**src/rtl/regbank_pkg.sv**
```systemverilog
// Shared register-bank constants: special register numbers, stack-op codes
// and writeback requester indices, plus the stack-op legalisation helper.
package regbank_pkg;

    localparam int REG_ZERO = 0;
    localparam int REG_SP   = 29;

    localparam logic [1:0] STACK_NOP = 2'b00;
    localparam logic [1:0] STACK_INC = 2'b01;
    localparam logic [1:0] STACK_DEC = 2'b10;

    localparam int REQ_ALU  = 0;
    localparam int REQ_LOAD = 1;
    localparam int REQ_LINK = 2;

    // Only +4 / -4 reach the bank; anything else becomes a no-op.
    function automatic logic [1:0] stack_cmd(input logic [1:0] op);
        return ((op == STACK_INC) || (op == STACK_DEC)) ? op : STACK_NOP;
    endfunction

endpackage

```
**src/rtl/wb_grant_arb.sv**
```systemverilog
// One-hot grant generator for the writeback requesters.
// Fixed priority (index 0 highest) by default; `RR_ARB_EN selects
// round-robin with a pointer that moves past the last granted index.
module wb_grant_arb #(
    parameter int NUM_REQ = 3
) (
    input  logic               clk,
    input  logic               reset,
    input  logic [NUM_REQ-1:0] i_req,
    output logic [NUM_REQ-1:0] o_grant
);

`ifdef RR_ARB_EN
    localparam int PW = (NUM_REQ > 1) ? $clog2(NUM_REQ) : 1;

    logic [PW-1:0] r_ptr;
    logic [PW-1:0] w_ptr_nxt;

    // Search from the pointer, wrapping, and pick the first active request.
    always_comb begin
        logic found;
        int   idx;
        o_grant   = '0;
        w_ptr_nxt = r_ptr;
        found     = 1'b0;
        idx       = 0;
        for (int k = 0; k < NUM_REQ; k++) begin
            idx = (int'(r_ptr) + k) % NUM_REQ;
            if (!found && i_req[idx]) begin
                found        = 1'b1;
                o_grant[idx] = 1'b1;
                w_ptr_nxt    = PW'((idx + 1) % NUM_REQ);
            end
        end
    end

    // Pointer only moves when something was granted.
    always_ff @(posedge clk) begin
        if (reset)
            r_ptr <= '0;
        else if (|i_req)
            r_ptr <= w_ptr_nxt;
    end
`else
    logic w_unused_clk_rst;
    assign w_unused_clk_rst = clk ^ reset;

    // Lowest active index wins.
    always_comb begin
        logic found;
        o_grant = '0;
        found   = 1'b0;
        for (int k = 0; k < NUM_REQ; k++) begin
            if (!found && i_req[k]) begin
                found      = 1'b1;
                o_grant[k] = 1'b1;
            end
        end
    end
`endif

endmodule

```
**src/rtl/reg_wb_arbiter.sv**
```systemverilog
// Register-bank writeback arbiter: grants one writeback requester and the
// stack-op requester per cycle, registers the bank command, and keeps a
// pending-write scoreboard for decode.
// Optional: define RR_ARB_EN for round-robin instead of fixed priority.
module reg_wb_arbiter
    import regbank_pkg::*;
#(
    parameter int NUM_REQ = 3,
    parameter int ADDR_W  = 5,
    parameter int DATA_W  = 32
) (
    input  logic                       clk,
    input  logic                       reset,
    input  logic [NUM_REQ-1:0]         req_valid,
    input  logic [NUM_REQ*ADDR_W-1:0]  req_addr,
    input  logic [NUM_REQ*DATA_W-1:0]  req_data,
    output logic [NUM_REQ-1:0]         req_ready,
    input  logic                       stack_valid,
    input  logic [1:0]                 stack_op,
    output logic                       stack_ready,
    input  logic                       alloc_valid,
    input  logic [ADDR_W-1:0]          alloc_addr,
    output logic [31:0]                busy,
    output logic [ADDR_W-1:0]          regWrite,
    output logic [DATA_W-1:0]          regWriteData,
    output logic                       write,
    output logic [1:0]                 stackOp
);

    localparam logic [ADDR_W-1:0] A_ZERO = ADDR_W'(REG_ZERO);
    localparam logic [ADDR_W-1:0] A_SP   = ADDR_W'(REG_SP);

    logic [NUM_REQ-1:0] w_req;
    logic [NUM_REQ-1:0] w_grant;
    logic [ADDR_W-1:0]  w_sel_addr;
    logic [DATA_W-1:0]  w_sel_data;
    logic               w_any_grant;
    logic               w_issue;
    logic               w_sp_hit;
    logic [31:0]        w_busy_nxt;

    logic               r_write;
    logic [ADDR_W-1:0]  r_regWrite;
    logic [DATA_W-1:0]  r_regWriteData;
    logic [1:0]         r_stackOp;
    logic [31:0]        r_busy;

    // Requests seen during reset are never granted.
    assign w_req = reset ? '0 : req_valid;

    wb_grant_arb #(.NUM_REQ(NUM_REQ)) u_arb (
        .clk     (clk),
        .reset   (reset),
        .i_req   (w_req),
        .o_grant (w_grant)
    );

    // Route the granted requester's address and data.
    always_comb begin
        w_sel_addr = '0;
        w_sel_data = '0;
        for (int i = 0; i < NUM_REQ; i++) begin
            if (w_grant[i]) begin
                w_sel_addr = req_addr[i*ADDR_W +: ADDR_W];
                w_sel_data = req_data[i*DATA_W +: DATA_W];
            end
        end
    end

    // r0 writes are consumed but never reach the bank; r29 writes hold off
    // the stack op one cycle so the bank never sees both on the SP.
    assign w_any_grant = |w_grant;
    assign w_issue     = w_any_grant && (w_sel_addr != A_ZERO);
    assign w_sp_hit    = w_issue && (w_sel_addr == A_SP);
    assign req_ready   = w_grant;
    assign stack_ready = !reset && stack_valid && !w_sp_hit;

    // Scoreboard update: issued write clears, alloc sets, set wins on a tie.
    always_comb begin
        w_busy_nxt = r_busy;
        for (int r = 1; r < 32; r++) begin
            if (w_issue && (w_sel_addr == ADDR_W'(r)))
                w_busy_nxt[r] = 1'b0;
            if (alloc_valid && (alloc_addr == ADDR_W'(r)))
                w_busy_nxt[r] = 1'b1;
        end
        w_busy_nxt[0] = 1'b0;
    end

    // Registered bank command and scoreboard.
    always_ff @(posedge clk) begin
        if (reset) begin
            r_write        <= 1'b0;
            r_regWrite     <= '0;
            r_regWriteData <= '0;
            r_stackOp      <= STACK_NOP;
            r_busy         <= '0;
        end else begin
            r_write   <= w_issue;
            r_stackOp <= stack_ready ? stack_cmd(stack_op) : STACK_NOP;
            r_busy    <= w_busy_nxt;
            if (w_any_grant) begin
                r_regWrite     <= w_sel_addr;
                r_regWriteData <= w_sel_data;
            end
        end
    end

    assign write        = r_write;
    assign regWrite     = r_regWrite;
    assign regWriteData = r_regWriteData;
    assign stackOp      = r_stackOp;
    assign busy         = r_busy;

endmodule

```
**config.mk**
```make
export PLATFORM = sky130hd
export DESIGN_NAME = reg_wb_arbiter
export DESIGN_NICKNAME = d
export VERILOG_FILES = /design/src/rtl/regbank_pkg.sv /design/src/rtl/wb_grant_arb.sv /design/src/rtl/reg_wb_arbiter.sv
export SDC_FILE = /design/constraint.sdc
export NUM_CORES = 1
export LEC_CHECK = 0
export ABC_CLOCK_PERIOD_IN_PS = 2400
export CAP_MARGIN = 20
export CORE_UTILIZATION = 35
export CTS_CLUSTER_DIAMETER = 50
export CTS_CLUSTER_SIZE = 25
export DETAILED_ROUTE_END_ITERATION = 16
export PLACE_DENSITY = 0.81
export SETUP_SLACK_MARGIN = 0.5
export SLEW_MARGIN = 5
export SYNTH_ARGS = -nofsm -noshare
export SYNTH_HDL_FRONTEND = slang
export SYNTH_SLANG_ARGS = --single-unit
```
**constraint.sdc**
```tcl
create_clock -name clk -period 2.4 [get_ports clk]
set_clock_uncertainty 0.2 [all_clocks]
set_input_delay 0.48 -clock clk [delete_from_list [all_inputs] [get_ports clk]]
set_output_delay 0.48 -clock clk [all_outputs]
set_load 0.05 [all_outputs]
```
# Word level (Yosys, flattened, before mapping)
# Cells that the tools add are included.
[totals] register_bits=72 inputBits=125
[classes] n_eq_ne=64 mux=73 n_bitwise=2 n_reduce_logical=106
[op_table] operator="== test 5 bit (second input constant)" count=32
[op_table] operator="2-to-1 mux 32 bit" count=3
[op_table] operator="== test 5 x 4 -> 1 bit (second input constant)" count=16
[op_table] operator="logical AND 1 bit" count=67
[op_table] operator="2-to-1 mux 1 bit" count=66
[op_table] operator="nonzero test 2 bit" count=31
[op_table] operator="== test 5 x 3 -> 1 bit (second input constant)" count=8
[op_table] operator="== test 5 x 2 -> 1 bit (second input constant)" count=4
[op_table] operator="2-to-1 mux 5 bit" count=3
[op_table] operator="== test 5 x 1 -> 1 bit (second input constant)" count=2
[op_table] operator="OR reduction 3 bit" count=2
[op_table] operator="nonzero test 5 bit" count=1
[op_table] operator="logical NOT 1 bit" count=4
[op_table] operator="2-to-1 mux 3 bit" count=1
[op_table] operator="== test 2 x 1 -> 1 bit (second input constant)" count=1
[op_table] operator="== test 2 bit (second input constant)" count=1
[op_table] operator="inverter 1 bit" count=2
[op_table] operator="logical OR 1 bit" count=1

# Longest topological paths before layout
# Gate-level depths: netlist of run 1.
[depth] ltp_word=16 mapped_depth=9 depth_no_buf=6

# Modules after synthesis
# From an unflattened synthesis of run 1, not the netlist that was laid out.
[unflattened] hier_cells=468 hier_area_um2=3761.1
[modules_own_cells] module="reg_wb_arbiter" instances=1 cells_per_inst=465 area_per_inst_um2=3734.8 seq_area_each_um2=1421.4
[modules_own_cells] module="wb_grant_arb" instances=1 cells_per_inst=3 area_per_inst_um2=26.3 seq_area_each_um2=0.0

# Worst setup path after synthesis of run 1
# Ideal clock, no wire load.
[synth_timing] path_type="input -> output" start="input port req_valid[2]" end="output port stack_ready" t_arrival_ps=2573 required_ps=1720 path_slack_ps=-853 path_stages=7 n_path_buf=2 path_cell_list="buf_4 -> or4b_1 -> buf_6 -> inv_2 -> a32oi_2 -> nor2_2 -> nor3b_1"
[synth_between] elab_chain_cells=9 elab_cells_between_ends=11
[synth_rtl] element="start: declaration" line="reg_wb_arbiter.sv:14" rtl="input logic [NUM_REQ-1:0] req_valid,"
[synth_rtl] element="2-to-1 mux 3 bit *" line="reg_wb_arbiter.sv:49" rtl="assign w_req = reset ? '0 : req_valid;"
[synth_rtl] element="logical AND 1 bit *" line="wb_grant_arb.sv:54" rtl="if (!found && i_req[k]) begin"
[synth_rtl] element="2-to-1 mux 1 bit *" line="wb_grant_arb.sv:54"
[synth_rtl] element="2-to-1 mux 5 bit" line="reg_wb_arbiter.sv:63" rtl="if (w_grant[i]) begin"
[synth_rtl] element="nonzero test 5 bit" line="reg_wb_arbiter.sv:73" rtl="assign w_issue = w_any_grant && (w_sel_addr != A_ZERO);"
[synth_rtl] element="logical AND 1 bit" line="reg_wb_arbiter.sv:73"
[synth_rtl] element="logical AND 1 bit *" line="reg_wb_arbiter.sv:74" rtl="assign w_sp_hit = w_issue && (w_sel_addr == A_SP);"
[synth_rtl] element="logical NOT 1 bit *" line="reg_wb_arbiter.sv:76" rtl="assign stack_ready = !reset && stack_valid && !w_sp_hit;"
[synth_rtl] element="logical AND 1 bit *" line="reg_wb_arbiter.sv:76"
[synth_rtl] element="end: declaration" line="reg_wb_arbiter.sv:20" rtl="output logic stack_ready,"
# Every way passes the cells marked *; elsewhere a longest branch is shown, timed or not.

# Worst setup path after layout of run 1
[layout_timing] start="input port req_valid[0]" end="output port stack_ready"
[layout_between] elab_chain_cells=14 elab_cells_between_ends=19
[layout_rtl] element="2-to-1 mux 3 bit *" line="reg_wb_arbiter.sv:49"
[layout_rtl] element="2-to-1 mux 1 bit *" line="wb_grant_arb.sv:54"
[layout_rtl] element="logical NOT 1 bit" line="wb_grant_arb.sv:54"
[layout_rtl] element="logical AND 1 bit" line="wb_grant_arb.sv:54"
[layout_rtl] element="2-to-1 mux 1 bit" line="wb_grant_arb.sv:54"
[layout_rtl] element="logical NOT 1 bit" line="wb_grant_arb.sv:54"
[layout_rtl] element="logical AND 1 bit" line="wb_grant_arb.sv:54"
[layout_rtl] element="2-to-1 mux 1 bit" line="wb_grant_arb.sv:54"
[layout_rtl] element="2-to-1 mux 5 bit" line="reg_wb_arbiter.sv:63"
[layout_rtl] element="nonzero test 5 bit" line="reg_wb_arbiter.sv:73"
[layout_rtl] element="logical AND 1 bit" line="reg_wb_arbiter.sv:73"
[layout_rtl] element="logical AND 1 bit *" line="reg_wb_arbiter.sv:74"
[layout_rtl] element="logical NOT 1 bit *" line="reg_wb_arbiter.sv:76"
[layout_rtl] element="logical AND 1 bit *" line="reg_wb_arbiter.sv:76"
# Marked as above.

==> impl_metrics.py, run 1 <==
metrics = {
    "outcome": {
        "status": "complete, but fails checks",
        "violations": "negative setup slack",
    },
    "grt": {
        "top_usage_layer": "met2",
        "antenna_found_initial": 0,
        "grt_first_pass_wirelength_mm": 20.32,
        "grt_util_met3": 0.05267,
        "gr-usage-met2": 0.4306,
        "track_usage": 0.2546,
        "grt_max_degree": 35,
        "grt_pass1_vias": 4067,
        "grt-ovfl-total": 0,
        "grt_util_met1": 0.3105,
    },
    "place": {
        "place_area_um2": 5926,
        "placedCellCount": 777,
        "portBuffers": 199,
        "place.gp.congestion": 0.9223,
        "dpl_worst_slack_ns": -0.5615,
        "dp.final_hpwl_mm": 10.20,
    },
    "synthesis": {
        "async_flop_share": 0,
        "syn_avg_cell_area_um2": 8.081,
        "synthCells": 436,
        "synth.distinct_cells": 41,
        "ys_seq_elements": 71,
        "yosys_most_used_dff": "dfxtp_1",
        "synth-seq-area-share": 0.4034,
        "synth_edf_count": 0,
        "synth_area_um2": 3523,
        "syn_nets": 561,
        "ys_warn_count": 0,
    },
    "setup_path": {
        "cp_common_cell": "buf_6",
        "endpoint_kind": "output pin",
        "crit_slowest_cell": "or4b_4",
        "cp_max_fo": 4,
        "start_kind": "input port",
        "cp_slowest_stage_delay_ns": 0.59,
        "worstPathRequired_ns": 1.72,
        "critPathArrivalTime_ns": 1.78,
        "path_cells": "buf_6 > or4b_4 > nor3_4 > a31oi_4 > nor2_4 > nor3b_4 > buf_6",
        "critical_path_class": "in2out",
    },
    "timing": {
        "setup_slack_ns": -0.06414,
        "fin_crit_ns": 2.464,
        "slew_headroom": 0.6253,
        "maxSlewViolCount": 0,
        "final-setup-viol-count": 1,
        "holdWs_ns": 0.2525,
        "hold_violations": 0,
        "fmax_ghz": 0.4058,
        "worstMarginPinSlew_ns": 0.5608,
        "rsz0062_at_grt": "true",
        "fin_tns_setup_ns": -0.06414,
        "min_period_over_period": 1.027,
    },
    "final_layout": {
        "diodes": 0,
        "final_core_util": 0.6746,
        "area_delta_synth_final_pct": 87.14,
        "fin_area_um2": 6594,
        "layout-drive-gt1-share": 0.2987,
        "final_nets": 803,
        "fin_cells": 816,
    },
    "power_and_ir_drop": {
        "pwr-share-seq": 0.407,
        "power-per-cell-area_nw_per_um2": 466.9,
        "netSwitchingPower_mw": 1.025,
        "power.leakage_nw": 2.764,
        "clockPowerShare": 0.287,
        "ir_worst_vdd_uv": 257.7,
        "sw_frac_of_total": 0.3328,
        "cellInternalPower_mw": 2.054,
        "p_total_mw": 3.079,
        "combPwrFrac": 0.306,
    },
    "routing": {
        "wl_per_cell_um": 18.00,
        "antenna_left": 0,
        "vias": 4479,
        "drt_wl_total_mm": 14.69,
        "routed_via_density": 5.489,
        "drtIter0Drc": 418,
        "dr.pass1.iters": 6,
        "drc": 0,
    },
    "floorplanning": {
        "rows": 36,
        "initial_utilization": 0.3605,
        "die-width_um": 102.3,
        "dieArea_um2": 10470,
        "coreArea_um2": 9774,
        "io_pins": 201,
        "die_h_um": 102.3,
    },
    "clock_network": {
        "clockBufferDepth": 2,
        "htreeDepth": 3,
        "path_clk_slew_ns": 0.08,
        "postCtsHoldBufs": 0,
        "cts_tree": "done",
        "cts_buffers": 9,
        "clock_latency_ns": 0.35,
        "root_buffer": "clkbuf_8",
        "numClockSinks": 71,
    },
    "job": {
        "drv_cap": 0,
    },
    "min_path": {
        "hp-class": "reg2reg",
    },
}
layout by cell type (no fill, tap or decap), types with 6 or more instances in the layout:
cell type        Yosys  routed
a31oi_4              0       7
dlymetal6s2s_1       0       7
a221oi_1             8       6
o21ai_0             11      11
nand2_1            105     100
o211ai_1            31      31
buf_6                2      16
dlygate4sd2_1        0       7
nor2_1              30      28
buf_4                3      37
a21oi_1             42      36
clkbuf_8             0      10
clkbuf_2             0      44
clkdlybuf4s15_2      0      18
nor3_4               0       7
nor3b_1              8       6
dfxtp_1             71      71
clkdlybuf4s50_1      0     109
clkdlybuf4s15_1      0       6
a222oi_1            14      14
mux2i_1             20      20
buf_12               0      10
power groups by stage:
stage	combinational, mW	clock (mW)	sequential (mW)
4_1_cts	0.879	0.889	1.25
5_1_grt	0.987	0.942	1.26
3_3_place_gp	0.836	0	1.28
2_1_floorplan	0.253	0	1.45
6_report	0.942	0.884	1.25
3_5_place_dp	0.856	0	1.28
layer usage:
layer | part of all wire | vias up | wire (µm)
li1 | - | 2076 | -
met5 | 0 | - | 0
met2 | 0.49 | 235 | 7204
met4 | 0.039 | 0 | 567
met1 | 0.40 | 2121 | 5901
met3 | 0.069 | 47 | 1013
state kept, by name, indices dropped and copies added, names as in the netlist:
register / count
busy: 31
stackOp: 2
regWrite: 5
regWriteData: 32
write: 1
Yosys cell counts, types with 9 or more instances:
library cell  instances  area [µm²]
nor3_1               11       55.05
dfxtp_1              71        1421
nand2_1             105       394.1
a21oi_1              42       210.2
a222oi_1             14       140.1
a31oi_1               9       56.30
mux2i_1              20       200.2
clkbuf_1             14       52.55
o21ai_0              11       55.05
nor2_1               30       112.6
buf_2                 9       45.04
o211ai_1             31       232.7
kinds of logic (layout without fill, tap and decap cells):
kind of cell	after synthesis	count (layout)	synth area share
multiplexers	25	25	0.07280
other	1	1	0.001064
AO/OA/AOI/OAI	126	126	0.2464
AND/OR/NAND/NOR	180	180	0.2305
flip-flops	71	71	0.4034
buffers and inverters	33	280	0.04581
cell type report:
class / count / area (µm²)
tap: 133 / 166.4
clock buffer: 11 / 141.4
fill: 791 / 3181
multi-input combinational: 332 / 2340
inverter: 4 / 20.02
sequential: 71 / 1421
timing repair buffer: 260 / 2471
clock inverter: 5 / 33.78
final timing paths:
kind / endpoint / from / slack (ns) / depth (start not counted)
max reg2reg: regWrite[0]$_SDFFE_PP0P_ / regWrite[0]$_SDFFE_PP0P_ / 1.32 / 3
min reg2reg: regWriteData[18]$_SDFFE_PP0P_ / regWriteData[18]$_SDFFE_PP0P_ / 0.25 / 2
max: stack_ready / req_valid[0] / -0.06 / 7
min: regWriteData[18]$_SDFFE_PP0P_ / regWriteData[18]$_SDFFE_PP0P_ / 0.25 / 2
timing repair:
action | 4_1_cts | 5_1_grt
cloned | 0 | 1
gates resized for setup | 211 | 113
pin swaps | 14 | 26
setup endpoints to repair | 142 | 107
buffers inserted | 8 | 14
worst max-delay path: cells and delay by family:
kind / cells / cell delay [ns]
compound gates: 1 / 0.07
buf+inv: 2 / 0.25
simple gates: 4 / 0.98
Note: power is estimated with default switching activity, not from simulation.
==> run 2: changes to the inputs <==
--- a/config.mk
+++ b/config.mk
@@ -7,11 +7,11 @@
 export LEC_CHECK = 0
 export ABC_CLOCK_PERIOD_IN_PS = 2400
 export CAP_MARGIN = 20
-export CORE_UTILIZATION = 35
+export CORE_UTILIZATION = 39
 export CTS_CLUSTER_DIAMETER = 50
 export CTS_CLUSTER_SIZE = 25
 export DETAILED_ROUTE_END_ITERATION = 16
-export PLACE_DENSITY = 0.81
+export PLACE_DENSITY = 0.88
 export SETUP_SLACK_MARGIN = 0.5
 export SLEW_MARGIN = 5
 export SYNTH_ARGS = -nofsm -noshare
==> impl_metrics.py, run 2 (synthesis results as in run 1) <==
metrics = {
    "outcome": {
        "status": "complete, but fails checks",
        "violations": "negative setup slack",
    },
    "power_and_ir_drop": {
        "netSwitchingPower_mw": 1.088,
        "p_total_mw": 3.196,
        "cellInternalPower_mw": 2.108,
        "combPwrFrac": 0.331,
        "power.leakage_nw": 2.904,
        "sw_frac_of_total": 0.3405,
        "power-per-cell-area_nw_per_um2": 459.8,
        "pwr-share-seq": 0.393,
        "clockPowerShare": 0.275,
        "ir_worst_vdd_uv": 307.7,
    },
    "timing": {
        "fmax_ghz": 0.3776,
        "rsz0062_at_grt": "true",
        "fin_crit_ns": 2.648,
        "min_period_over_period": 1.103,
        "slew_headroom": 0.5372,
        "setup_slack_ns": -0.2483,
        "hold_violations": 0,
        "maxSlewViolCount": 0,
        "fin_tns_setup_ns": -1.456,
        "final-setup-viol-count": 19,
        "worstMarginPinSlew_ns": 0.6889,
    },
    "floorplanning": {
        "coreArea_um2": 8721,
        "die-width_um": 97.05,
        "rows": 34,
        "io_pins": 201,
        "die_h_um": 97.05,
        "initial_utilization": 0.4040,
        "dieArea_um2": 9419,
    },
    "grt": {
        "grt_pass1_vias": 4920,
        "grt-ovfl-total": 0,
        "grt_max_degree": 35,
        "track_usage": 0.3518,
        "grt_first_pass_wirelength_mm": 26.13,
        "antenna_found_initial": 0,
    },
    "clock_network": {
        "postCtsHoldBufs": 0,
        "numClockSinks": 71,
        "clockBufferDepth": 2,
        "htreeDepth": 3,
        "cts_tree": "done",
        "cts_buffers": 9,
        "clock_latency_ns": 0.36,
        "path_clk_slew_ns": 0.08,
        "root_buffer": "clkbuf_8",
    },
    "setup_path": {
        "start_kind": "input port",
        "endpoint_kind": "output pin",
        "worstPathRequired_ns": 1.72,
        "cp_slowest_stage_delay_ns": 0.50,
        "critical_path_class": "in2out",
        "crit_slowest_cell": "clkdlybuf4s50_1",
        "path_cells": "clkdlybuf4s50_1 > nand3b_1 > a21oi_2 > a31oi_4 > nor2_4 > nor3b_4 > buf_6",
        "cp_max_fo": 2,
        "critPathArrivalTime_ns": 1.97,
        "worstRegToRegCells": 4,
    },
    "min_path": {
        "hp-class": "reg2reg",
        "whs_path_depth": 2,
    },
    "routing": {
        "drtIter0Drc": 530,
        "drt_wl_total_mm": 18.65,
        "wl_per_cell_um": 22.80,
        "vias": 5063,
        "drc": 0,
        "dr.pass1.iters": 6,
        "routed_via_density": 6.189,
        "antenna_left": 0,
    },
    "final_layout": {
        "largest_reg_flops": 32,
        "diodes": 0,
        "layout_commonest_cell": "clkdlybuf4s50_1",
        "area_delta_synth_final_pct": 97.30,
        "final_nets": 831,
        "layout-drive-gt1-share": 0.3211,
        "final_core_util": 0.7971,
        "final_cell_mix": "118 x clkdlybuf4s50_1, 104 x nand2_1, 71 x dfxtp_1",
    },
    "place": {
        "portBuffers": 199,
        "dp.final_hpwl_mm": 10.13,
        "place.gp.congestion": 0.9218,
    },
    "job": {
        "drv_cap": 0,
    },
}
-- run 2: changes by cell type in the layout (fill, tap and decap cells not counted), sizes merged --
cell           previous run  this run
buf                      68        95
clkdlybuf4s50           109       118
dlymetal6s2s              7         0
clkbuf                   56        61
clkdlybuf4s15            24        20
dlygate4sd2               7         3
bufbuf                    0         2
clkinv                    4         5
clkinvlp                  2         1
inv                       3         2
-- run 2: metal layers --
metal,wire (µm),track usage,vias up
li1,-,-,2135
met1,6703,0.4060,2354
met2,8978,0.6121,434
met3,1634,0.08273,140
met4,1337,0.1653,0
met5,0,0,-
-- run 2: power groups by stage --
stage	clock network [mW]	registers, mW	logic [mW]
after floorplan	0	1.45	0.253
after global placement	0	1.28	0.841
after detailed placement	0	1.28	0.860
after CTS	0.854	1.25	0.981
after global routing	0.936	1.26	1.09
final	0.881	1.26	1.06
-- run 2: final cells by class --
| class | instances | area, µm² |
|---|---|---|
| flip-flops and latches | 71 | 1421 |
| inverters | 4 | 27.53 |
| multi-input cells | 332 | 2321 |
| clock buffers | 11 | 141.4 |
| fillers | 512 | 1769 |
| repair buffers | 288 | 2883 |
| clock inverters | 4 | 22.52 |
| well taps | 108 | 135.1 |
-- run 2: critical path, delay by kind of cell --
family                 cells  cell delay [ns]
AO/OA/AOI/OAI              2             0.44
AND/OR/NAND/NOR            3             0.39
buffers and inverters      2             0.65
-- run 2: path summary, 6_finish.rpt --
| path | startpoint | endpoint | slack, ns |
|---|---|---|---|
| worst min-delay path | regWriteData[26]$_SDFFE_PP0P_ | regWriteData[26]$_SDFFE_PP0P_ | 0.25 |
| worst max-delay path | req_addr[9] | stack_ready | -0.25 |
| worst max register to register | regWriteData[8]$_SDFFE_PP0P_ | regWriteData[8]$_SDFFE_PP0P_ | 1.27 |
| worst min register to register | regWriteData[26]$_SDFFE_PP0P_ | regWriteData[26]$_SDFFE_PP0P_ | 0.25 |
-- run 2: through the flow --
| step | cells | cell area, µm² | setup slack [ns] | hold slack (ns) |
|---|---|---|---|---|
| 2_1_floorplan | 436 | 3602 | -0.09905 | 0.3561 |
| 3_3_place_gp | 755 | 5942 | -0.5088 | 0.2401 |
| 3_5_place_dp | 755 | 5942 | -0.5869 | 0.2481 |
| 4_1_cts | 806 | 6973 | -0.1250 | 0.2535 |
| 5_1_grt | 818 | 6952 | -0.2875 | 0.2762 |
| 6_report | 818 | 6952 | -0.2483 | 0.2519 |
-- run 2: what timing repair did --
item,in CTS,in global routing
endpoints found under the setup margin,142,120
pin swaps,51,44
cloned,7,0
buffers inserted,29,12
gates resized for setup,240,92
==> run 3: changes to the inputs <==
--- a/config.mk
+++ b/config.mk
@@ -7,6 +7,7 @@
 export LEC_CHECK = 0
 export ABC_CLOCK_PERIOD_IN_PS = 2400
 export CAP_MARGIN = 20
+export CORE_MARGIN = 2
 export CORE_UTILIZATION = 39
 export CTS_CLUSTER_DIAMETER = 50
 export CTS_CLUSTER_SIZE = 25
==> impl_metrics.py, run 3 (synthesis results as in run 1) <==
metrics = {
    "job": {
        "drv_cap": 0,
    },
    "timing": {
        "rsz0062_at_grt": "true",
        "fmax_ghz": 0.3823,
        "fin_tns_setup_ns": -0.2154,
        "fin_crit_ns": 2.615,
        "maxSlewViolCount": 0,
        "slew_headroom": 0.5047,
        "setup_slack_ns": -0.2154,
        "final-setup-viol-count": 1,
        "min_period_over_period": 1.090,
        "hold_violations": 0,
        "worstMarginPinSlew_ns": 0.7414,
    },
    "final_layout": {
        "area_delta_synth_final_pct": 96.63,
        "final_cell_mix": "117 x clkdlybuf4s50_1, 102 x nand2_1, 71 x dfxtp_1",
        "final_core_util": 0.7944,
        "diodes": 0,
        "fin_area_um2": 6928,
        "multi_input_area_um2": 2411,
        "seq_area_um2": 1421,
        "layout_commonest_cell": "clkdlybuf4s50_1",
        "final_nets": 830,
        "nFillCells": 506,
        "layout-drive-gt1-share": 0.3230,
        "largest_reg_flops": 32,
    },
    "routing": {
        "vias": 5033,
        "drtIter0Drc": 574,
        "dr.pass1.iters": 6,
        "drc": 0,
        "drt_wl_total_mm": 18.51,
        "wl_per_cell_um": 22.66,
        "antenna_left": 0,
        "routed_via_density": 6.160,
    },
    "grt": {
        "track_usage": 0.3180,
        "grt_max_degree": 35,
        "grt_pass1_vias": 4880,
        "grt_first_pass_wirelength_mm": 24.72,
        "grt-ovfl-total": 0,
        "antenna_found_initial": 0,
    },
    "setup_path": {
        "critPathArrivalTime_ns": 1.94,
        "worstPathRequired_ns": 1.72,
        "start_kind": "input port",
        "worstRegToRegCells": 4,
        "cp_max_fo": 2,
        "critical_path_class": "in2out",
        "endpoint_kind": "output pin",
    },
    "min_path": {
        "hp-class": "reg2reg",
        "whs_path_depth": 2,
    },
    "power_and_ir_drop": {
        "pwr-share-seq": 0.386,
        "p_total_mw": 3.254,
        "sw_frac_of_total": 0.3350,
        "cellInternalPower_mw": 2.164,
        "clockPowerShare": 0.295,
        "ir_worst_vdd_uv": 346.7,
        "netSwitchingPower_mw": 1.090,
        "power.leakage_nw": 2.938,
        "power-per-cell-area_nw_per_um2": 469.7,
        "combPwrFrac": 0.319,
    },
    "outcome": {
        "status": "complete, but fails checks",
        "violations": "negative setup slack",
    },
    "clock_network": {
        "clockBufferDepth": 2,
        "clock_latency_ns": 0.35,
        "path_clk_slew_ns": 0.07,
        "numClockSinks": 71,
        "cts_tree": "done",
        "root_buffer": "clkbuf_8",
        "cts_buffers": 9,
        "postCtsHoldBufs": 0,
        "htreeDepth": 3,
    },
    "floorplanning": {
        "dieArea_um2": 9811,
        "die-width_um": 99.05,
        "die_h_um": 99.05,
        "io_pins": 201,
        "coreArea_um2": 8721,
        "initial_utilization": 0.4040,
        "rows": 34,
    },
    "place": {
        "place_area_um2": 5957,
        "place.gp.congestion": 0.9656,
        "dp.final_hpwl_mm": 10.58,
        "dpl_worst_slack_ns": -0.5611,
        "portBuffers": 199,
    },
}
## run 3: final timing paths
path / from / endpoint / slack (ns)
hold reg to reg: busy[29]$_SDFFE_PP0P_ / busy[29]$_SDFFE_PP0P_ / 0.25
setup reg to reg: regWriteData[19]$_SDFFE_PP0P_ / regWriteData[19]$_SDFFE_PP0P_ / 1.14
hold / removal: busy[29]$_SDFFE_PP0P_ / busy[29]$_SDFFE_PP0P_ / 0.25
setup / recovery: req_addr[0] / stack_ready / -0.22
## run 3: what timing repair did
| action | CTS | global route |
|---|---|---|
| cloned | 2 | 3 |
| gates resized for setup | 216 | 117 |
| setup buffers | 16 | 24 |
| pin swaps | 35 | 45 |
| setup endpoints to repair | 142 | 117 |
| endpoints found under the hold margin | 0 | 0 |
## run 3: area by class of cell
| cell class | instances | area share |
|---|---|---|
| clock buffers | 11 | 0.01896 |
| clock inverters | 4 | 0.006863 |
| inverters | 4 | 0.003973 |
| multi-input cells | 332 | 0.3480 |
| flip-flops and latches | 71 | 0.2052 |
| well taps | 108 | 0.01951 |
| repair buffers | 287 | 0.3975 |
## run 3: metal layers
layer / wire length, µm / vias to the layer above / global-route usage
met5: 0 / - / 0
met4: 954 / 0 / 0.1538
met3: 1963 / 114 / 0.08936
met2: 9031 / 440 / 0.5457
met1: 6560 / 2339 / 0.3631
li1: - / 2140 / -
## run 3: per-stage QoR
step / std cells / hold slack [ns]
floorplan: 436 / 0.3561
global placement: 757 / 0.2406
detailed placement: 757 / 0.2412
CTS: 790 / 0.2488
global route: 817 / 0.2731
finish: 817 / 0.2506
## run 3: worst max-delay path: stages
cell and delay (ns):
clkdlybuf4s50_1 0.50, nand2_1 0.14, a21oi_2 0.26, a31oi_4 0.15
nor2_4 0.19, nor3b_4 0.07, buf_6 0.15
## run 3: power groups by stage
stage               clock [mW]  sequential, mW  combinational, mW
finish                   0.960            1.26               1.04
global route             0.996            1.26               1.07
CTS                      0.934            1.25              0.927
detailed placement           0            1.28              0.865
global placement             0            1.28              0.844
floorplan                    0            1.45              0.253
